<file path="config.mk">
export PLATFORM = sky130hd
export DESIGN_NAME = issue_gate
export DESIGN_NICKNAME = d
export VERILOG_FILES = /design/src/rtl/risci_pkg.sv /design/src/rtl/issue_fifo.sv /design/src/rtl/issue_gate.sv
export SDC_FILE = /design/constraint.sdc
export NUM_CORES = 1
export LEC_CHECK = 0
export ABC_AREA = 1
export CORE_MARGIN = 10
export CORE_UTILIZATION = 54
export DETAILED_ROUTE_END_ITERATION = 7
export PLACE_DENSITY_LB_ADDON = 0.3
export SLEW_MARGIN = 25
export SYNTH_ARGS = -nofsm -noshare
export SYNTH_HDL_FRONTEND = slang
export SYNTH_SLANG_ARGS = --single-unit
</file>
<file path="constraint.sdc">
create_clock -name clk -period 4.5 [get_ports clk]
set_clock_uncertainty 0.05 [all_clocks]
set_input_delay 0.675 -clock clk [delete_from_list [all_inputs] [get_ports clk]]
set_output_delay 0.675 -clock clk [all_outputs]
set_load 0.02 [all_outputs]
</file>
<file path="src/rtl/risci_pkg.sv">
// Shared types and sizing for the issue stage.
// Register indices, buffered entries and the per-register hazard test.
package risci_pkg;

  localparam int XWDT  = 6;
  localparam int XN    = 64;
  localparam int DEPTH = 4;
  localparam int PWDT  = 32;
  localparam int PTRW  = $clog2(DEPTH);
  localparam int CWDT  = $clog2(DEPTH + 1);

  typedef logic [XWDT-1:0] reg_idx_t;

  typedef struct packed {
    reg_idx_t        rs1;
    reg_idx_t        rs2;
    reg_idx_t        rd;
    logic [PWDT-1:0] payload;
  } issue_entry_t;

  localparam reg_idx_t REG_ZERO = '0;

  // x0 never blocks; last_rd covers the scoreboard's one-cycle set lag
  function automatic logic reg_hz(
    input reg_idx_t        r,
    input logic [XN-1:0]   locks,
    input reg_idx_t        last
  );
    return (r != REG_ZERO) && (locks[r] || (r == last));
  endfunction

endpackage

</file>
<file path="src/rtl/issue_fifo.sv">
// In-order ring buffer of decoded instructions.
// Pointers wrap naturally because DEPTH is a power of two.
module issue_fifo
  import risci_pkg::*;
(
  input  logic         clk,
  input  logic         rst,
  input  logic         push_i,
  input  logic         pop_i,
  input  issue_entry_t wdata_i,
  output issue_entry_t head_o,
  output logic         full_o,
  output logic         empty_o
);

  issue_entry_t    mem_q [DEPTH];
  logic [PTRW-1:0] head_q, head_d;
  logic [PTRW-1:0] tail_q, tail_d;
  logic [CWDT-1:0] count_q, count_d;

  always_comb begin
    head_d  = head_q;
    tail_d  = tail_q;
    count_d = count_q;
    if (push_i) tail_d = tail_q + PTRW'(1);
    if (pop_i)  head_d = head_q + PTRW'(1);
    count_d = count_q + CWDT'(push_i) - CWDT'(pop_i);
  end

  always_ff @(posedge clk or posedge rst) begin
    if (rst) begin
      head_q  <= '0;
      tail_q  <= '0;
      count_q <= '0;
    end else begin
      head_q  <= head_d;
      tail_q  <= tail_d;
      count_q <= count_d;
    end
  end

  always_ff @(posedge clk) begin
    if (push_i) mem_q[tail_q] <= wdata_i;
  end

  assign head_o  = mem_q[head_q];
  assign full_o  = (count_q == CWDT'(DEPTH));
  assign empty_o = (count_q == '0);

endmodule

</file>
<file path="src/rtl/issue_gate.sv">
// Issue stage: buffers decoded instructions and releases the head
// only when none of its registers is locked by the scoreboard.
module issue_gate
  import risci_pkg::*;
(
  input  logic            clk,
  input  logic            rst,
  input  logic            in_valid,
  output logic            in_ready,
  input  reg_idx_t        in_rs1,
  input  reg_idx_t        in_rs2,
  input  reg_idx_t        in_rd,
  input  logic [PWDT-1:0] in_payload,
  input  logic [XN-1:0]   rlocks,
  output logic            out_valid,
  input  logic            out_ready,
  output reg_idx_t        out_rs1,
  output reg_idx_t        out_rs2,
  output reg_idx_t        out_rd,
  output logic [PWDT-1:0] out_payload,
  output reg_idx_t        rset,
  output logic [31:0]     stall_cycles
);

  issue_entry_t wdata;
  issue_entry_t head;
  logic         full, empty;
  logic         push, pop;
  logic         hazard;

  reg_idx_t     last_rd_q, last_rd_d;
  logic [31:0]  stall_q, stall_d;

  assign wdata = '{rs1: in_rs1, rs2: in_rs2,
                   rd: in_rd, payload: in_payload};

  issue_fifo u_fifo (
    .clk     (clk),
    .rst     (rst),
    .push_i  (push),
    .pop_i   (pop),
    .wdata_i (wdata),
    .head_o  (head),
    .full_o  (full),
    .empty_o (empty)
  );

  assign hazard = reg_hz(head.rs1, rlocks, last_rd_q)
                | reg_hz(head.rs2, rlocks, last_rd_q)
                | reg_hz(head.rd,  rlocks, last_rd_q);

  assign in_ready  = !full;
  assign out_valid = !empty && !hazard;
  assign push      = in_valid && in_ready;
  assign pop       = out_valid && out_ready;

  always_comb begin
    out_rs1     = REG_ZERO;
    out_rs2     = REG_ZERO;
    out_rd      = REG_ZERO;
    out_payload = '0;
    if (!empty) begin
      out_rs1     = head.rs1;
      out_rs2     = head.rs2;
      out_rd      = head.rd;
      out_payload = head.payload;
    end
  end

  assign rset = pop ? head.rd : REG_ZERO;

  always_comb begin
    last_rd_d = rset;
    stall_d   = stall_q;
    if (!empty && hazard && (stall_q != '1))
      stall_d = stall_q + 32'd1;
  end

  always_ff @(posedge clk or posedge rst) begin
    if (rst) begin
      last_rd_q <= REG_ZERO;
      stall_q   <= '0;
    end else begin
      last_rd_q <= last_rd_d;
      stall_q   <= stall_d;
    end
  end

  assign stall_cycles = stall_q;

endmodule

</file>
* After elaboration in Yosys (flattened, before gate mapping)
Memory sizes are Yosys's and may differ from the RTL's. Index checks and enable logic that the tools add are counted.
Operators by class: $add $sub $neg 5, multipliers 0, divide/modulo/power cells 0, magnitude comparators 3, equal/unequal tests 5, shifts and indexed selects 0, mux-type cells 13, bitwise operators 2, reductions and logical operators 18
Operators with widths (count):
- adder 32 x 1 -> 32 bit (second input constant) | 1
- 2-to-1 mux 32 bit | 1
- != test 32 bit (second input constant) | 1
- 2-to-1 mux 6 bit | 4
- less-than comparator 6 x 7 -> 1 bit (second input constant) | 3
- binary-select mux 1 bit (select 6 bit) | 3
- == test 6 bit | 3
- nonzero test 6 bit | 3
- logical AND 1 bit | 8
- 2-to-1 mux 1 bit | 5
- adder 2 x 1 -> 2 bit (second input constant) | 2
- adder 3 x 1 -> 3 bit | 1
- == test 3 bit (second input constant) | 1
- logical NOT 1 bit | 3
- logical NOT 3 bit | 1
- logical OR 1 bit | 3
- subtractor 3 x 1 -> 3 bit | 1
- OR 1 bit | 2
Word-level totals: register bits after elaboration 45, latch bits 0, RAM bits 200, memory bits (read-only) 0, output and inout bits 90, logic and storage cells 52, memories 1
Memories:
- u_fifo.mem_q | depth 4, width 50, read ports 1, clocked after Yosys merged registers in 0, write ports 1, line issue_fifo.sv:16 | issue_entry_t mem_q [DEPTH];

* Depth between registers and ports, before layout
An unclocked memory read counts as a cell.
word-level depth 11, gate-level depth with buffers 28, gate-level depth less buffers 26

* Modules after synthesis
Synthesis repeated with hierarchy kept, for this count alone.
Unflattened totals: cells, all modules 1724, area total of the unflattened synthesis 13610.6 sq um
By module, submodules not included:
- issue_fifo | times used 1, cells an instance 830, area an instance 8755.9 sq um, sequential area each 6180.9 sq um
- issue_gate | times used 1, cells an instance 894, area an instance 4854.7 sq um, sequential area each 950.9 sq um

* Worst setup path before layout
Ideal clock, no wire load.
kind register to register, start point register u_fifo.count_q[1], end point memory u_fifo.mem_q[0][0] (netlist name) (enable), setup time 458 ps, arrival 2937 ps, data required time 3992 ps, slack 1055 ps, cell stages (with the launch flop) 5, buffers on the path 0, period minus slack after synthesis 3445 ps, cells stage by stage dfrtp_1 > nor2_1 > nand2_1 > nand2_1 > nor2_1
Between the ends: word-level cells in the longest chain between the ends 5
Ends and longest elaborated chain:
- start, declared | line issue_fifo.sv:19 | logic [CWDT-1:0] count_q, count_d;
- start signal, assigned | line issue_fifo.sv:38 | count_q <= count_d;
- == test 3 bit | line issue_fifo.sv:47 | assign full_o = (count_q == CWDT'(DEPTH));
- logical NOT 1 bit | line issue_gate.sv:52 | assign in_ready = !full;
- via in_ready | line issue_gate.sv:9 | output logic in_ready,
- logical AND 1 bit | line issue_gate.sv:54 | assign push = in_valid && in_ready;
- 2-to-1 mux 1 bit | line issue_fifo.sv:43 | if (push_i) mem_q[tail_q] <= wdata_i;
- 2-to-1 mux 1 bit (implied by the code) | line issue_fifo.sv:43
- end, declared | line issue_fifo.sv:16
The timed path passes the listed nets, and every way through them passes these cells.

* Worst setup path after layout
start point register u_fifo.head_q[0], end point output rset[5]
Between the ends: word-level cells in the longest chain between the ends 11, elaborated cells between the ends (all ways) 25, classes of those cells 3 x eq/ne; 7 x mux; 2 x bitwise; 12 x reduce/logical; 1 x memory
Ends and longest elaborated chain:
- start, declared | line issue_fifo.sv:17 | logic [PTRW-1:0] head_q, head_d;
- start signal, assigned | line issue_fifo.sv:32 | head_q <= '0;
- start signal, assigned | line issue_fifo.sv:36 | head_q <= head_d;
- memory (4 x 50 bit) (*)
- binary-select mux 1 bit (select 6 bit) | line risci_pkg.sv:29 | return (r != REG_ZERO) && (locks[r] || (r == last));
- 2-to-1 mux 1 bit (implied by the code) | line risci_pkg.sv:29
- logical OR 1 bit | line risci_pkg.sv:29
- logical AND 1 bit | line risci_pkg.sv:29
- OR 1 bit | line issue_gate.sv:49 | | reg_hz(head.rs2, rlocks, last_rd_q)
- OR 1 bit | line issue_gate.sv:50 | | reg_hz(head.rd, rlocks, last_rd_q);
- logical NOT 1 bit | line issue_gate.sv:53 | assign out_valid = !empty && !hazard;
- logical AND 1 bit | line issue_gate.sv:53
- logical AND 1 bit | line issue_gate.sv:55 | assign pop = out_valid && out_ready;
- 2-to-1 mux 6 bit (*) | line issue_gate.sv:70 | assign rset = pop ? head.rd : REG_ZERO;
- end, declared | line issue_gate.sv:21 | output reg_idx_t rset,
Every way passes the cells marked *; elsewhere a longest branch is shown, timed or not. The select of a mux whose other input is x is not followed.

==> impl_metrics.yaml <==
status:
  status: "finished clean"
global_routing:
  track_usage_pct: 23.1
  first_global_vias: 10800
  grt_pass1_wl_um: 57500
  overflow: 0
  antenna_found_initial: 2
  grt_max_degree: 67
finish:
  antennaDiodeCount: 0
  area_growth_syn_to_layout_pct: 24.5
  instances_no_fill: 1929
  final_layout_size_suffix_gt1_share_pct: 8.07
  nNetsFinal: 1718
floorplan:
  die_area_mm2: 0.0302
  dieHeight_um: 174
  start_util_pct: 54.7
  die_x_um: 174
  rows: 56
  io_pins: 208
  core_mm2: 0.0234
timing:
  fin_crit_ns: 4.31
  slew_violations: 0
  tns_ns: 0
  finalCritPeriodShare_pct: 95.7
  rsz0062_at_grt: "no"
  max_slew.worst_pin.slew_ns: 0.874
  holdWs_ns: 0.509
  max_freq_ghz: 0.232
  hold_violations: 0
  slew_headroom_pct: 41.6
  finalSetupViolCount: 0
yosys:
  synthDistinctLibCells: 35
  synth_xor_area_share_pct: 3.29
  ys_ff_latch: 245
  synth-simple-area-share_pct: 30.1
  synth.area.mux_share_pct: 0
  synth.avg_cell_area_um2: 9.07
  synth_top_family_by_area: "simple AND/OR/NAND/NOR gates"
  ys_warn_count: 0
  syn_inst: 1410
  synth-compound-area-share_pct: 4.38
  synth.cell_area_mm2: 0.0128
  yosysSeqAreaShare_pct: 55.8
  synth_fp_nets: 1536
  synthAdderAreaFrac_pct: 0.841
clock_tree:
  ctsHoldBuffers: 0
  clk_pin_slew_ns: 0.07
  root_buffer: "clkbuf_16"
  clock-sinks: 245
  cts.path.max_buffers: 3
  cts_tree: "yes"
  cts_htree_levels: 1
  clkLatencyLatePin_ns: 0.55
  cts_buffers: 25
critical_path:
  cp-start-kind: "register"
  cp.required_ns: 3.77
  critical_path_class: "reg -> out"
  crit_fanout: 30
  endpoint_kind: "primary output"
  crit_arrival_ns: 3.58
drt:
  vias: 11100
  ant_nets: 0
  route.detailed.drc: 0
  avgRoutedWirePerCell_um: 18.8
  wl_um: 36400
  routed_via_density: 5.74
  dr.pass1.iters: 5
  drtIter0Drc: 1605
placed_design:
  hpwlAfterDp_um: 23800
  gp_congestion: 0.931
  dp.cells: 1880
  place.port_buffers: 207
power:
  fin_total_pwr_uw: 11100
  power.density_mw_per_mm2: 699
  leakage_uw: 0.00637
  peakVddDrop_mv: 0.491
run:
  maxCapViolations: 0
worst_hold_path:
  hold_class: "reg -> reg"
==> layout make-up <==
| cell class | instances | area [µm²] |
|---|---|---|
| Tap cell | 319 | 399 |
| Multi-Input combinational cell | 1023 | 5000 |
| Fill cell | 1849 | 7480 |
| Timing Repair Buffer | 240 | 2350 |
| Sequential cell | 245 | 7140 |
| Clock buffer | 28 | 637 |
| Clock inverter | 17 | 161 |
| Inverter | 57 | 235 |
==> flip-flops by register name (all words and copies together), names as in the netlist <==
signal,cells
last_rd_q,6
stall_cycles,32
u_fifo.count_q,3
u_fifo.head_q,2
u_fifo.mem_q,200
u_fifo.tail_q,2
==> metal layers <==
layer  track usage (%)  part of all wire [%]  routed length, µm  vias to the layer above
met4              7.02                   2.5                897                        4
met2              38.4                    48              17400                      592
li1                  -                     -                  -                     5201
met3              5.79                   9.4               3420                       77
met5                 0                 0.069                 25                        -
met1              29.1                    40              14600                     5197
==> critical path: stages, from the launching register on <==
cell	delay [ns]
dfrtp_4	0.54
buf_6	0.21
nand2_1	0.12
nand3_4	0.11
buf_4	0.26
nand3_1	0.12
nand3_1	0.07
nand3_1	0.09
nand3_1	0.14
nand2_1	0.13
nand2_1	0.06
nand2_1	0.07
inv_2	0.03
nand2_1	0.06
nand2_1	0.05
nand2_1	0.11
nand2_1	0.10
nor2_4	0.14
nand3_2	0.18
nor2_1	0.22
buf_4	0.19
==> where the power goes <==
group / switching [µW] / total [µW] / internal [µW]
registers: 167 / 3100 / 2930
clock network: 882 / 2030 / 1150
logic: 3940 / 5990 / 2050
==> cell families (layout without fill, tap and decap cells) <==
group / after synthesis / after routing
simple gates: 856 / 856
buf+inv: 142 / 342
fa+ha+maj: 8 / 8
xor+xnor: 48 / 48
flops: 245 / 245
compound gates: 111 / 111
==> stage by stage <==
step                      cell area (µm²)  util, %  worst slack, ns
after CTS                           15900     67.9            0.180
after floorplan                     12800        -             1.05
after global placement              15000     64.2            0.126
after global routing                15900     68.0          0.00850
after detailed placement            15000     64.2            0.101
final                               15900     68.0            0.192
==> cell usage in the layout, fill, tap and decap left out, types with 33 or more instances in the layout <==
cell type and instances:
a21oi_1 36, clkdlybuf4s50_1 200, nand3_1 281, nand4_1 38
edfxtp_1 200, nor2_1 163, inv_1 45, o21ai_0 71
buf_4 33, dfrtp_1 43, nand2_1 328, xor2_1 33
==> synth_stat cells <==
master    number  area, µm²
o21ai_1        2       10.0
xor2_1        33        289
nor2_2         6       37.5
nor3_2         1       10.0
o21ai_0       71        355
inv_1         48        180
edfxtp_1     200       6010
buf_6         12        135
nand4_2        1       12.5
nand2_2       12       75.1
fa_1           1       20.0
xnor2_1       15        131
nand3b_1       1       7.51
buf_4         18        135
nand3_2        3       30.0
inv_2          8       30.0
nor3_1         4       20.0
nor4_1         3       18.8
nor2_4         1       11.3
nand2_1      329       1230
nand4_1       38        238
nor2_1       168        631
dfrtp_1       45       1130
inv_4          1       6.26
and3_1         1       6.26
buf_1         12       45.0
clkbuf_1      22       82.6
nor4_2         1       12.5
buf_2         21        105
a21oi_1       36        180
nand3_4        5       87.6
nand3_1      281       1410
ha_1           7       87.6
o211ai_1       2       15.0
nand2_4        1       11.3
==> repair_timing <==
item | CTS | global route
setup endpoints to repair | 7 | 6
gates resized for setup | 14 | 8
setup buffers | 4 | 0
==> path summary, 6_finish.rpt <==
kind	start	endpoint	slack, ns	cells after the start
setup reg to reg	u_fifo.head_q[0]	u_fifo.count_q[2]	0.56	25
hold / removal	stall_cycles[3]	stall_cycles[3]	0.51	2
min in group asynchronous	rst	stall_cycles[3]	0.54	2
max in group asynchronous	rst	u_fifo.head_q[0]	3.31	2
hold reg to reg	stall_cycles[3]	stall_cycles[3]	0.51	2
setup / recovery	u_fifo.head_q[0]	rset[5]	0.19	20
Note: power is estimated with default switching activity, not from simulation.
